===== config.mk =====
export PLATFORM = sky130hd
export DESIGN_NAME = id_arb_ctrl
export DESIGN_NICKNAME = d
export VERILOG_FILES = /design/src/rtl/id_arb_ctrl_pkg.sv /design/src/rtl/id_match.sv /design/src/rtl/id_arb_ctrl.sv
export SDC_FILE = /design/constraint.sdc
export NUM_CORES = 1
export LEC_CHECK = 0
export CAP_MARGIN = 20
export CORE_MARGIN = 1
export CORE_UTILIZATION = 26
export CTS_CLUSTER_SIZE = 20
export DETAILED_ROUTE_END_ITERATION = 10
export DONT_BUFFER_PORTS = 1
export GPL_ROUTABILITY_DRIVEN = 0
export PLACE_DENSITY_LB_ADDON = 0.15
export SYNTH_ARGS = -nofsm -noshare
export SYNTH_HDL_FRONTEND = slang
export SYNTH_HIERARCHICAL = 1
export SYNTH_SLANG_ARGS = --single-unit

===== constraint.sdc =====
create_clock -name clk -period 2.95 [get_ports clk]
set_input_delay 0.885 -clock clk [delete_from_list [all_inputs] [get_ports clk]]
set_output_delay 0.885 -clock clk [all_outputs]
set_load 0.02 [all_outputs]

===== src/rtl/id_arb_ctrl_pkg.sv =====
// id_arb_ctrl_pkg: controller state encoding and character class constants
package id_arb_ctrl_pkg;

    typedef enum logic [1:0] {IDLE, RUN, REPORT} state_t;

    localparam logic [7:0] NUL   = 8'h00;
    localparam logic [7:0] UC_LO = 8'h41;
    localparam logic [7:0] UC_HI = 8'h5A;
    localparam logic [7:0] LC_LO = 8'h61;
    localparam logic [7:0] LC_HI = 8'h7A;
    localparam logic [7:0] DG_LO = 8'h30;
    localparam logic [7:0] DG_HI = 8'h39;

    function automatic logic is_letter(input logic [7:0] c);
        return (c >= UC_LO && c <= UC_HI) || (c >= LC_LO && c <= LC_HI);
    endfunction

    function automatic logic is_digit(input logic [7:0] c);
        return c >= DG_LO && c <= DG_HI;
    endfunction

endpackage


===== src/rtl/id_match.sv =====
// id_match: identifier recognizer flagging digits that continue a letter-started run
module id_match
    import id_arb_ctrl_pkg::*;
(
    input  logic       clk,
    input  logic       reset,
    input  logic       en,
    input  logic       clr,
    input  logic [7:0] char,
    output logic       match
);

    logic alpha_q, alpha_d;

    assign match = alpha_q && is_digit(char);

    // letters open a run, digits keep it, anything else (or end of string) closes it
    always_comb begin
        alpha_d = clr ? 1'b0 : en ? (is_letter(char) ? 1'b1 : (is_digit(char) ? alpha_q : 1'b0)) : alpha_q;
    end

    // alpha register
    always_ff @(posedge clk) begin
        alpha_q <= reset ? 1'b0 : alpha_d;
    end

endmodule


===== src/rtl/id_arb_ctrl.sv =====
// id_arb_ctrl: round-robin arbiter of two character sources into one identifier recognizer
module id_arb_ctrl
    import id_arb_ctrl_pkg::*;
#(
    parameter int CNT_W = 8
) (
    input  logic             clk,
    input  logic             reset,
    input  logic             s0_valid,
    input  logic [7:0]       s0_char,
    output logic             s0_ready,
    input  logic             s1_valid,
    input  logic [7:0]       s1_char,
    output logic             s1_ready,
    output logic             res_valid,
    input  logic             res_ready,
    output logic             res_src,
    output logic [CNT_W-1:0] res_len,
    output logic [CNT_W-1:0] res_hits,
    output logic             busy
);

    localparam logic [CNT_W-1:0] ONE = 1;

    state_t           state_q, state_d;
    logic             gnt_q, gnt_d, rr_q, rr_d, res_src_q, res_src_d;
    logic [CNT_W-1:0] len_q, len_d, hits_q, hits_d;
    logic [CNT_W-1:0] res_len_q, res_len_d, res_hits_q, res_hits_d;
    logic [7:0]       cur_char;
    logic             xfer, is_nul, match;

    assign cur_char  = gnt_q ? s1_char : s0_char;
    assign xfer      = state_q == RUN && (gnt_q ? s1_valid : s0_valid);
    assign is_nul    = cur_char == NUL;
    assign s0_ready  = state_q == RUN && !gnt_q;
    assign s1_ready  = state_q == RUN && gnt_q;
    assign res_valid = state_q == REPORT;
    assign busy      = state_q != IDLE;
    assign res_src   = res_src_q;
    assign res_len   = res_len_q;
    assign res_hits  = res_hits_q;

    id_match u_match (
        .clk   (clk),
        .reset (reset),
        .en    (xfer && !is_nul),
        .clr   (xfer && is_nul),
        .char  (cur_char),
        .match (match)
    );

    // grant selection, per-string counting and result capture
    always_comb begin
        state_d    = state_q;
        gnt_d      = gnt_q;
        rr_d       = rr_q;
        len_d      = len_q;
        hits_d     = hits_q;
        res_src_d  = res_src_q;
        res_len_d  = res_len_q;
        res_hits_d = res_hits_q;
        case (state_q)
            IDLE: begin
                if (s0_valid || s1_valid) begin
                    gnt_d   = (s0_valid && s1_valid) ? rr_q : !s0_valid;
                    state_d = RUN;
                end
            end
            RUN: begin
                if (xfer && is_nul) begin
                    res_src_d  = gnt_q;
                    res_len_d  = len_q;
                    res_hits_d = hits_q;
                    len_d      = '0;
                    hits_d     = '0;
                    state_d    = REPORT;
                end else if (xfer) begin
                    len_d  = &len_q ? len_q : len_q + ONE;
                    hits_d = (match && !(&hits_q)) ? hits_q + ONE : hits_q;
                end
            end
            REPORT: begin
                if (res_ready) begin
                    rr_d    = !gnt_q;
                    state_d = IDLE;
                end
            end
            default: state_d = IDLE;
        endcase
    end

    // state, pointer, counter and result registers
    always_ff @(posedge clk) begin
        if (reset) begin
            state_q    <= IDLE;
            gnt_q      <= 1'b0;
            rr_q       <= 1'b0;
            len_q      <= '0;
            hits_q     <= '0;
            res_src_q  <= 1'b0;
            res_len_q  <= '0;
            res_hits_q <= '0;
        end else begin
            state_q    <= state_d;
            gnt_q      <= gnt_d;
            rr_q       <= rr_d;
            len_q      <= len_d;
            hits_q     <= hits_d;
            res_src_q  <= res_src_d;
            res_len_q  <= res_len_d;
            res_hits_q <= res_hits_d;
        end
    end

endmodule


==> results by group <==
GRT
  • First-pass GRT wire length: 8.02 mm
  • Vias in the first global route: 1655
  • Initial antenna violation count: 0
  • GRT Total Usage: 0.137
  • Largest net degree at the start of global routing: 28
  • Grt total ovfl: 0

Hold path
  • Hold WC Path Type: reg2reg
  • Hold Crit Start: rr_q$_SDFFE_PP0P_

Synthesis
  • Asr flop ratio synth: 0
  • Seq/Total Area, Yosys: 0.415
  • Top cell type by total area after synthesis: dfxtp_1
  • Post-Syn Nets: 256
  • Mapped Avg Cell Area: 7.87 µm²
  • Ys Warns: 6
  • Top FF cell, synth: dfxtp_1
  • Synth cell count leaders: 45 x nand2_1, 38 x dfxtp_1, 28 x a21oi_1, 16 x nor2_1, 13 x nor3_1
  • Top cell type's share of synthesized area: 0.415
  • Post-synth EDFFs: 0
  • FF+latch count, synth: 38
  • Distinct cells, synth: 37
  • Most area-consuming cells after synthesis: dfxtp_1 41%, nand2_1 9.2%, a21oi_1 7.6%
  • Count leader, synth: nand2_1
  • Mapped cell area: 0.00183 mm²
  • Synth Instances: 233

Die
  • # rows: 30
  • Core Footprint: 0.00679 mm²
  • Die H: 86.0 µm
  • Initial Util: 0.270
  • Die area: 0.00740 mm²
  • IO Pins: 42
  • Die Width: 86.0 µm

Setup path
  • CP required: 3.14 ns
  • Crit path largest cell delay: 0.57 ns
  • Reg2reg start: gnt_q$_SDFFE_PP0P_
  • Critical Path Source Type: register
  • Worst path cell trace: buf_4 > and3b_1 > nand4_1 > o21a_1 > clkinv_1 > a2111oi_2
  • CP startpoint: gnt_q$_SDFFE_PP0P_
  • Critical Path AT: 2.68 ns
  • Top delay family on crit path: buffers and inverters
  • Critical path peak fanout: 18
  • Critical Path Slowest Stage Cell: clkinv_1
  • Crit path buf inv count: 2
  • Crit Path Category: reg2reg
  • CP endpoint kind: register

Detailed routing
  • Via Count: 1611
  • Initial drt markers: 71
  • Routed Wire Length: 4.55 mm
  • Avg WL per Cell: 13.8 µm
  • DRC Markers: 0
  • DR vias/cell: 4.88
  • Pre-antenna DRT Iters: 4
  • Routed Antenna Nets: 0

Power and ir drop
  • Switching power: 234 µW
  • LEAKAGE: 0.614 nW
  • Cell Int Power: 794 µW
  • Switching Fraction: 0.228
  • Reg power frac: 0.509
  • Worst vdd ir: 178 µV
  • Pwr Density: 502 mW/mm²
  • Clock power frac: 0.435
  • Gate power share: 0.056

CTS
  • H-tree levels: 2
  • Clock buffer depth: 2
  • CTS root buf: clkbuf_8
  • Cts repair resizes: 0
  • Clk_lat worst skew: 0.29 ns
  • CTS buffer count: 5
  • Post-CTS Setup Inserts: 0
  • CTS tree: built
  • Hold bufs inserted after CTS: 0
  • Clk sinks: 38
  • Reg clk slew, reported paths: 0.08 ns

Timing
  • Endpoints failing setup: 0
  • Hold WS: 0.462 ns
  • Max_slew headroom: 0.598
  • Fin crit share: 0.846
  • TNS Setup: 0 ns
  • Fin Clk Skew: 0.00745 ns
  • Least-Margin Pin Slew: 0.596 ns
  • Endpoints failing hold: 0
  • RSZ-0062 raised after global routing: false
  • Tmin final: 2.50 ns
  • Fmax: 401 MHz
  • Slew Viols, Final: 0

Layout
  • Non-Filler Instances: 330
  • Layout area overhead: 11.6%
  • Ant. Diodes: 0
  • NumNets Final: 256
  • Fraction of layout cells with a size suffix above 1: 0.0897
  • Util after Layout: 0.301
  • Design Area, Final: 0.00205 mm²

Placed design
  • IO Port Bufs: 0
  • Dpl hpwl: 3.26 mm
  • Dpl cell area: 0.00194 mm²
  • Post-placement cell count: 322

Run
  • Total of max-cap violations: 0

Outcome
  • Status: finished, final reports clean
## kinds of logic (layout without fill, tap and decap cells)
group                      after synthesis  count (layout)  share of synthesized area
and+or+nand+nor                        112             112                      0.289
DFF                                     38              38                      0.415
adders and majority gates                2               2                     0.0136
buffers and inverters                   17              18                     0.0382
xor gates and xnor gates                 6               6                     0.0286
AOI/OAI and AO/OA                       48              48                      0.156
muxes                                   10              10                     0.0600
## cells in the final DEF (no fill, tap or decap), drive strengths merged, types with 3 or more instances in the layout
cell,count
nand2,45
dfxtp,38
a21oi,28
nor2,16
nor3,13
nand3,11
mux2,8
nor4,6
xnor2,6
clkbuf,6
nand4,5
inv,5
o21ai,4
nand2b,4
a31oi,4
buf,4
o211ai,3
## worst paths after layout
| check | slack (ns) | cells after the start | end |
|---|---|---|---|
| max | 0.45 | 6 | u_match/alpha_q$_SDFFE_PP0P_ |
| min | 0.46 | 2 | rr_q$_SDFFE_PP0P_ |
| max reg2reg | 0.45 | 6 | u_match/alpha_q$_SDFFE_PP0P_ |
| min reg2reg | 0.46 | 2 | rr_q$_SDFFE_PP0P_ |
## power groups by stage
stage | clock network [mW] | registers, mW | logic (mW)
after floorplan | 0 | 0.532 | 0.0528
after global placement | 0 | 0.535 | 0.0584
after detailed placement | 0 | 0.535 | 0.0577
after CTS | 0.466 | 0.523 | 0.0577
after global routing | 0.481 | 0.524 | 0.0647
final | 0.447 | 0.523 | 0.0573
## worst reg2reg max path, stage by stage, from the launching register on
cell       delay, ns
dfxtp_1         0.41
buf_4           0.22
and3b_1         0.26
nand4_1         0.16
o21a_1          0.38
clkinv_1        0.57
a2111oi_2       0.39
## metrics by stage
step | setup WS [ns] | power [mW]
after detailed placement | 0.362 | 0.593
after global routing | 0.148 | 1.07
after global placement | 0.422 | 0.593
final | 0.455 | 1.03
after CTS | 0.345 | 1.05
after floorplan | 0.673 | 0.585
## state kept, by name (all words and copies together) (netlist names)
name	count
gnt_q	1
hits_q	8
len_q	8
res_hits	8
res_len	8
res_src	1
rr_q	1
state_q	2
u_match/alpha_q	1
## routing by layer
layer / GRT usage / routed length [µm]
met1: 0.170 / 2120
met2: 0.229 / 2190
met3: 0.0318 / 165
met4: 0.0545 / 70
met5: 0 / 0
## cell type report
class,instances,area [µm²]
multi-input combinational,178,1000
inverter,6,22.5
fill,747,4750
clock inverter,2,37.5
clock buffer,6,72.6
timing repair buffer,4,30.0
sequential,38,761
tap,96,120
Note: power is estimated with default switching activity, not from simulation.
